File: src/rtl/riscv_bus_arbiter.sv
// Round-robin arbiter sharing the ROM/RAM/UART bus between the icache
// reload port and the dcache port, one transaction at a time.
module riscv_bus_arbiter #(
    parameter int unsigned MEM_LATENCY = 1,
    parameter logic [31:0] UART_BASE   = 32'hC000_0000,
    parameter logic [31:0] RAM_BASE    = 32'h8000_0000
) (
    input  logic        clk,
    input  logic        srst_n,
    input  logic        icache_bus_access_request,
    input  logic [31:0] icache_raddr,
    output logic        icache_bus_access_accept,
    output logic [63:0] icache_rdata,
    input  logic        dcache_bus_access_request,
    input  logic        dcache_ren,
    input  logic [3:0]  dcache_wen,
    input  logic [31:0] dcache_addr,
    input  logic [31:0] dcache_wdata,
    output logic        dcache_bus_access_accept,
    output logic [31:0] dcache_rdata,
    output logic [31:0] rom_raddr,
    input  logic [63:0] rom_rdata,
    output logic [31:0] ram_addr,
    output logic [31:0] ram_wdata,
    input  logic [31:0] ram_rdata,
    output logic [3:0]  ram_wen,
    output logic        ram_ren,
    output logic [31:0] uart_addr,
    output logic [31:0] uart_data_in,
    input  logic [31:0] uart_data_out,
    output logic        uart_configure
);

    typedef enum logic [1:0] {
        IDLE,
        ISSUE,
        WAIT,
        DONE
    } state_e;

    localparam logic [2:0] WAIT_CYCLES = 3'(MEM_LATENCY - 1);
    localparam logic       GNT_I       = 1'b0;
    localparam logic       GNT_D       = 1'b1;

    state_e      state_q, state_d;
    logic        gnt_q, gnt_d;
    logic        last_q, last_d;
    logic        rd_q, rd_d;
    logic        uart_q, uart_d;
    logic [3:0]  wen_q, wen_d;
    logic [2:0]  cnt_q, cnt_d;
    logic [31:0] rom_raddr_q, rom_raddr_d;
    logic [31:0] ram_addr_q, ram_addr_d;
    logic [31:0] ram_wdata_q, ram_wdata_d;
    logic [31:0] uart_addr_q, uart_addr_d;
    logic [31:0] uart_wdata_q, uart_wdata_d;
    logic [63:0] ic_rdata_q, ic_rdata_d;
    logic [31:0] dc_rdata_q, dc_rdata_d;

    logic dc_wr;
    logic dc_rd;
    logic to_uart;
    logic issue;

    // Write wins over read; no strobes at all is a read.
    assign dc_wr   = |dcache_wen;
    assign dc_rd   = dcache_ren | ~dc_wr;
    // RAM region has priority should the two bases ever coincide.
    assign to_uart = (dcache_addr[31:28] == UART_BASE[31:28]) &&
                     (dcache_addr[31:28] != RAM_BASE[31:28]);

    // Next-state, request capture and read-data capture.
    always_comb begin
        state_d      = state_q;
        gnt_d        = gnt_q;
        last_d       = last_q;
        rd_d         = rd_q;
        uart_d       = uart_q;
        wen_d        = wen_q;
        cnt_d        = cnt_q;
        rom_raddr_d  = rom_raddr_q;
        ram_addr_d   = ram_addr_q;
        ram_wdata_d  = ram_wdata_q;
        uart_addr_d  = uart_addr_q;
        uart_wdata_d = uart_wdata_q;
        ic_rdata_d   = ic_rdata_q;
        dc_rdata_d   = dc_rdata_q;
        unique case (state_q)
            IDLE: begin
                if (icache_bus_access_request || dcache_bus_access_request) begin
                    if (icache_bus_access_request && dcache_bus_access_request) begin
                        gnt_d = ~last_q;
                    end else begin
                        gnt_d = dcache_bus_access_request;
                    end
                    if (gnt_d == GNT_I) begin
                        rd_d        = 1'b1;
                        uart_d      = 1'b0;
                        wen_d       = 4'b0000;
                        rom_raddr_d = icache_raddr;
                    end else begin
                        rd_d   = dc_rd & ~dc_wr;
                        uart_d = to_uart;
                        wen_d  = dcache_wen;
                        if (to_uart) begin
                            uart_addr_d  = dcache_addr;
                            uart_wdata_d = dcache_wdata;
                        end else begin
                            ram_addr_d  = dcache_addr;
                            ram_wdata_d = dcache_wdata;
                        end
                    end
                    state_d = ISSUE;
                end
            end
            ISSUE: begin
                cnt_d = WAIT_CYCLES;
                if (!rd_q) begin
                    state_d = DONE;
                end else if (gnt_q && uart_q) begin
                    dc_rdata_d = uart_data_out;
                    state_d    = DONE;
                end else begin
                    state_d = WAIT;
                end
            end
            WAIT: begin
                if (cnt_q == 3'd0) begin
                    if (gnt_q == GNT_D) begin
                        dc_rdata_d = ram_rdata;
                    end else begin
                        ic_rdata_d = rom_rdata;
                    end
                    state_d = DONE;
                end else begin
                    cnt_d = cnt_q - 3'd1;
                end
            end
            DONE: begin
                last_d  = gnt_q;
                state_d = IDLE;
            end
            default: state_d = IDLE;
        endcase
    end

    // State and datapath registers; reset aborts any transaction.
    always_ff @(posedge clk or negedge srst_n) begin
        if (!srst_n) begin
            state_q      <= IDLE;
            gnt_q        <= GNT_I;
            last_q       <= GNT_D;
            rd_q         <= 1'b0;
            uart_q       <= 1'b0;
            wen_q        <= 4'b0000;
            cnt_q        <= 3'd0;
            rom_raddr_q  <= 32'd0;
            ram_addr_q   <= 32'd0;
            ram_wdata_q  <= 32'd0;
            uart_addr_q  <= 32'd0;
            uart_wdata_q <= 32'd0;
            ic_rdata_q   <= 64'd0;
            dc_rdata_q   <= 32'd0;
        end else begin
            state_q      <= state_d;
            gnt_q        <= gnt_d;
            last_q       <= last_d;
            rd_q         <= rd_d;
            uart_q       <= uart_d;
            wen_q        <= wen_d;
            cnt_q        <= cnt_d;
            rom_raddr_q  <= rom_raddr_d;
            ram_addr_q   <= ram_addr_d;
            ram_wdata_q  <= ram_wdata_d;
            uart_addr_q  <= uart_addr_d;
            uart_wdata_q <= uart_wdata_d;
            ic_rdata_q   <= ic_rdata_d;
            dc_rdata_q   <= dc_rdata_d;
        end
    end

    assign issue = (state_q == ISSUE);

    assign ram_ren        = issue & gnt_q & ~uart_q & rd_q;
    assign ram_wen        = (issue & gnt_q & ~uart_q & ~rd_q) ? wen_q : 4'b0000;
    assign uart_configure = issue & gnt_q & uart_q & ~rd_q;

    assign icache_bus_access_accept = (state_q == DONE) && (gnt_q == GNT_I);
    assign dcache_bus_access_accept = (state_q == DONE) && (gnt_q == GNT_D);

    assign rom_raddr    = rom_raddr_q;
    assign ram_addr     = ram_addr_q;
    assign ram_wdata    = ram_wdata_q;
    assign uart_addr    = uart_addr_q;
    assign uart_data_in = uart_wdata_q;
    assign icache_rdata = ic_rdata_q;
    assign dcache_rdata = dc_rdata_q;

endmodule

File: config.mk
export PLATFORM = sky130hd
export DESIGN_NAME = riscv_bus_arbiter
export DESIGN_NICKNAME = d
export VERILOG_FILES = /design/src/rtl/riscv_bus_arbiter.sv
export SDC_FILE = /design/constraint.sdc
export NUM_CORES = 1
export LEC_CHECK = 0
export CAP_MARGIN = 20
export CORE_AREA = 4 4 191 193
export DETAILED_ROUTE_END_ITERATION = 10
export DIE_AREA = 0 0 195 197
export PLACE_DENSITY = 0.65
export SLEW_MARGIN = 20
export SYNTH_ARGS = -nofsm -noshare
export SYNTH_HDL_FRONTEND = slang
export SYNTH_SLANG_ARGS = --single-unit
File: constraint.sdc
create_clock -name clk -period 2.1 [get_ports clk]
set_input_delay 0.42 -clock clk [delete_from_list [all_inputs] [get_ports clk]]
set_output_delay 0.42 -clock clk [all_outputs]
set_load 0.01 [all_outputs]
### Yosys cells after proc, flatten, opt, wreduce, memory -nomap -nowiden

Cells that the tools add are included.

* word-level logic and storage cells: 78
* output and inout bits: 264
* latch bits: 0
* RAM bits: 0
* ROM bits: 0
* input port bits: 233
* register bits after elaboration: 269
* memories kept: 0

* equal/unequal tests: 11
* shifts and indexed selects: 0
* magnitude comparators: 0
* multipliers: 0
* reduce and logical (&&, ||, !) cells: 18
* bitwise logic cells: 15
* $add $sub $neg: 1
* divide/modulo/power cells: 0
* muxes and demuxes: 19

Operators with widths (count)
* 2-to-1 mux 32 bit: 4
* one-hot mux 32 bit (2 select lines): 1
* inequality test 2 bit (second input constant): 5
* 2-to-1 mux 4 bit: 2
* one-hot mux 2 bit (4 select lines): 1
* AND reduction 4 bit: 2
* bitwise AND 1 bit: 7
* 2-to-1 mux 1 bit: 7
* inverter 1 bit: 7
* one-hot mux 3 bit (2 select lines): 1
* AND reduction 2 bit: 3
* AND reduction 3 bit: 2
* logical AND 1 bit: 5
* AND reduction 5 bit: 1
* equality test 2 bit (second input constant): 2
* equality test 4 bit (second input constant): 1
* 2-to-1 mux 2 bit: 2
* inequality test 4 bit (second input constant): 1
* OR reduction 4 bit: 1
* zero test 3 bit: 1
* 2-to-1 mux 3 bit: 1
* subtractor 3 x 1 -> 3 bit (second input constant): 1
* equality test 2 x 1 -> 1 bit (second input constant): 1
* zero test 2 bit: 1
* 4 further kinds: 4

### Longest topological paths before layout

* depth in word-level cells: 6
* gate-level depth with buffers: 8
* mapped depth without buffers: 6

### Worst setup path after synthesis

Ideal clock, no wire load.

* path kind: reg2reg
* from: register state_q[0]
* to: register dc_rdata_q[16], in the netlist dcache_rdata[16]
* buffers on the path: 2
* clock period less this slack: 1938 ps
* arrival: 1813 ps
* path slack: 162 ps
* cell stages (with the launch flop): 7
* path through: dfrtp_1 -> inv_1 -> ha_1 -> buf_2 -> buf_2 -> mux2_2 -> mux2_2

* cells in the longest elaborated chain, start to end: 3
* elaborated cells on any way between the ends: 9

RTL lines
* start: declaration: RTL line 45 `state_e state_q, state_d;`
* start signal: assignment: RTL line 165 `state_q <= state_d;`
* equality test 2 bit / equality test 2 x 1 -> 1 bit (equally long branches): RTL line 88 `unique case (state_q)`
* inequality test 2 bit (no source line) (tied with other cells)
* AND reduction 5 bit (no source line)
* end signal: assignment: RTL line 178 `dc_rdata_q <= dc_rdata_d;`
* end: declaration: RTL line 58 `logic [31:0] dc_rdata_q, dc_rdata_d;`

Parallel ways exist; a longest one is shown, timed or not.
A chain may end at the register's enable or synchronous reset.

### Final worst setup path

* from: register state_q[1]
* to: output port ram_wen[2]

* cells in the longest elaborated chain, start to end: 5

RTL lines
* equality test 2 x 1 -> 1 bit: RTL line 182 `assign issue = (state_q == ISSUE);`
* bitwise AND 1 bit (3 in a row): RTL line 185 `assign ram_wen = (issue & gnt_q & ~uart_q & ~rd_q) ? wen_q : 4'b0000;`
* 2-to-1 mux 4 bit: RTL line 185
* end: declaration: RTL line 26 `output logic [3:0] ram_wen,`

Every way passes these cells.

==> metrics.cfg <==
[global_routing]
gr-total-overflow=0
grt_start_max_net_pins=65
grt_pass1_wl_um=48460
grt_use_total_pct=15.74
antenna_found_initial=0
first_global_vias=8250

[routing]
ant_nets=0
num_vias=7525
routed_wl_um=33240
drtIter0Drc=130
vias_per_cell=4.463
wl_per_cell_um=19.71
drcViolationCount=0
dr.pass1.iters=4

[logic_synthesis]
synth-seq-cells=269
synth-seq-area-share_pct=63.01
yosys_warnings=0
synth_edf_count=0
synth_common_cells=280 x mux2_2, 268 x dfrtp_1, 15 x buf_2
synth_area_leaders=dfrtp_1 63%, mux2_2 30%, buf_6 1.5%
syn-num-nets=896
avgSynthCellArea_um2=16.29
netlist_area_um2=10690
async_reset_ff_share_pct=100.0
synth_top_area_cell=dfrtp_1
synth.most_common_cell=mux2_2
synth_top_area_share_pct=62.76
ys.flop_type=dfrtp_1
postSynthCellCount=656
yosysUniqueCellTypes=41

[clock_tree]
root_buffer=clkbuf_16
clkTransAtPathRegs_ns=0.06
cts_made_buffers=30
h-tree-depth=1
clock_latency_ns=0.56
clock_path_buffers=3
cts_tree=yes
clkSinkCount=269

[floorplanning]
boundaryPins=497
start_util_pct=30.93
dieHeight_um=197
core-area_um2=34540
die_x_um=195
die_area_um2=38420
rows=68

[pwr]
vdd_ir_drop_max_uv=990.3
switching_share_pct=30.24
p_int_w=0.01871
combPwrFrac_pct=47.8
p_leak_nw=7.520
p_clk_share_pct=18.7
power-per-cell-area_nw_per_um2=1507
netSwitchingPower_w=0.008108
seqPwrFrac_pct=33.5

[timing]
setup_ws_ns=-0.05641
tightest_slew_ns=0.5132
min_period_over_period_pct=102.7
max_freq_mhz=463.7
hold_viol=0
fin_tns_setup_ns=-0.1911
setup_violations=4
drv_slew=0
layout_min_cycle_time_ns=2.156
finClkSkew_ns=0.01709
rsz0062_at_grt=true
slew_headroom_pct=65.79

[final_layout]
post-route-cell-area_um2=17790
final_nets=1447
syn_to_final_growth_pct=66.51
antenna_cells=0
final_layout_size_suffix_gt1_share_pct=33.47

[outcome]
violations=negative setup slack
outcome=finished, violations left

[critical_path]
path_buf_inv=3
timing_worst_setup_path_type=reg2out
cp_slowest_cell=dfrtp_1
crit_family=flip-flops
end_kind=output pin
path_cells=inv_2, ha_4, nor4bb_4, buf_4, and2_4, buf_6
cp-start-kind=flip-flop
slowest_delay_ns=0.38
cp_max_fo=4
cp.required_ns=1.68
arrival_ns=1.74

[place]
io_buffers=495
dpl_cell_area_um2=16480
hpwl_um=24600
finalWeightedCongestion=0.7760
post-place-ws_ns=-0.2102

[worst_hold_path]
min_path_type=in2async

[run]
drv_cap=0

==> worst paths after layout <==
path / startpoint / to / slack (ns) / cells after the start
worst max-delay path: state_q[1] / ram_wen[2] / -0.06 / 6
worst min-delay path: srst_n / uart_data_in[5] / 0.41 / 2
worst max register to register: state_q[0] / ram_addr[3] / 0.10 / 8
worst min register to register: uart_addr[31] / uart_addr[31] / 0.47 / 1
max in group asynchronous: srst_n / last_q / 1.00 / 3
min in group clk: uart_addr[31] / uart_addr[31] / 0.47 / 1
==> final cells by class <==
type / instances / area [µm²]
Multi-Input combinational cell: 347 / 3772
Sequential cell: 269 / 6733
Timing Repair Buffer: 551 / 5717
Clock buffer: 48 / 908.4
Tap cell: 455 / 569.3
Inverter: 8 / 32.53
Clock inverter: 8 / 60.06
Fill cell: 2993 / 16750
==> cell usage in the layout (no fill, tap or decap), drive strengths merged, types with 2 or more instances in the layout <==
cell type / instances
clkdlybuf4s50: 486
mux2: 283
dfrtp: 268
buf: 57
clkbuf: 55
nand2: 10
inv: 8
and2: 7
ha: 7
clkinv: 6
a22o: 5
a21oi: 3
o21ai: 3
nor2: 2
nand2b: 2
nor2b: 2
mux2i: 2
o22a: 2
clkinvlp: 2
nor3b: 2
==> per-layer routing <==
metal  part of all wire [%]  track usage [%]  wire [µm]  vias to the layer above
met5                      0                0          0                        -
li1                       -                -          -                     3446
met4                    2.6            4.086        860                        0
met2                     49            26.90      16440                      321
met1                     37            17.80      12280                     3713
met3                     11            7.573       3666                       45
==> cell families after synthesis <==
group                    share of synthesized area (%)
adder cells (fa/ha/maj)                         0.8196
AND/OR/NAND/NOR                                  1.909
buffers and inverters                            2.611
XOR/XNOR                                       0.08198
flip-flops                                       63.01
multiplexers                                     30.01
AO/OA/AOI/OAI                                    1.557
==> metrics by stage <==
stage / hold slack, ns / power [W] / util, % / instances
floorplan: 0.1244 / 0.01443 / - / 656
global placement: 0.4110 / 0.02115 / 47.72 / 1617
detailed placement: 0.4120 / 0.02137 / 47.72 / 1617
CTS: 0.3950 / 0.02664 / 50.62 / 1674
global route: 0.4307 / 0.02835 / 51.51 / 1686
finish: 0.4120 / 0.02682 / 51.51 / 1686
==> registers in the layout, indices dropped and copies added (netlist names) <==
name	count
uart_data_in	32
state_q	2
gnt_q	1
rom_raddr	32
cnt_q	3
rd_q	1
uart_q	1
wen_q	4
ram_addr	32
ram_wdata	32
icache_rdata	64
uart_addr	32
dcache_rdata	32
last_q	1
==> repair_timing <==
action | 4_1_cts | 5_1_grt
cloned | 0 | 10
setup buffers | 0 | 2
resized for setup | 48 | 16
endpoints found under the hold margin | 49 | 0
hold buffers | 1 | 0
pin swaps | 3 | 4
setup endpoints to repair | 8 | 158
==> power by group through the flow <==
stage | Combinational [W] | Sequential (W) | Clock, W
2_1_floorplan | 0.00432 | 0.0101 | 0
3_3_place_gp | 0.0122 | 0.00893 | 0
3_5_place_dp | 0.0123 | 0.00903 | 0
4_1_cts | 0.0124 | 0.00900 | 0.00523
5_1_grt | 0.0136 | 0.00929 | 0.00542
6_report | 0.0128 | 0.00897 | 0.00503
No activity file was read; power rests on OpenSTA's default activity.
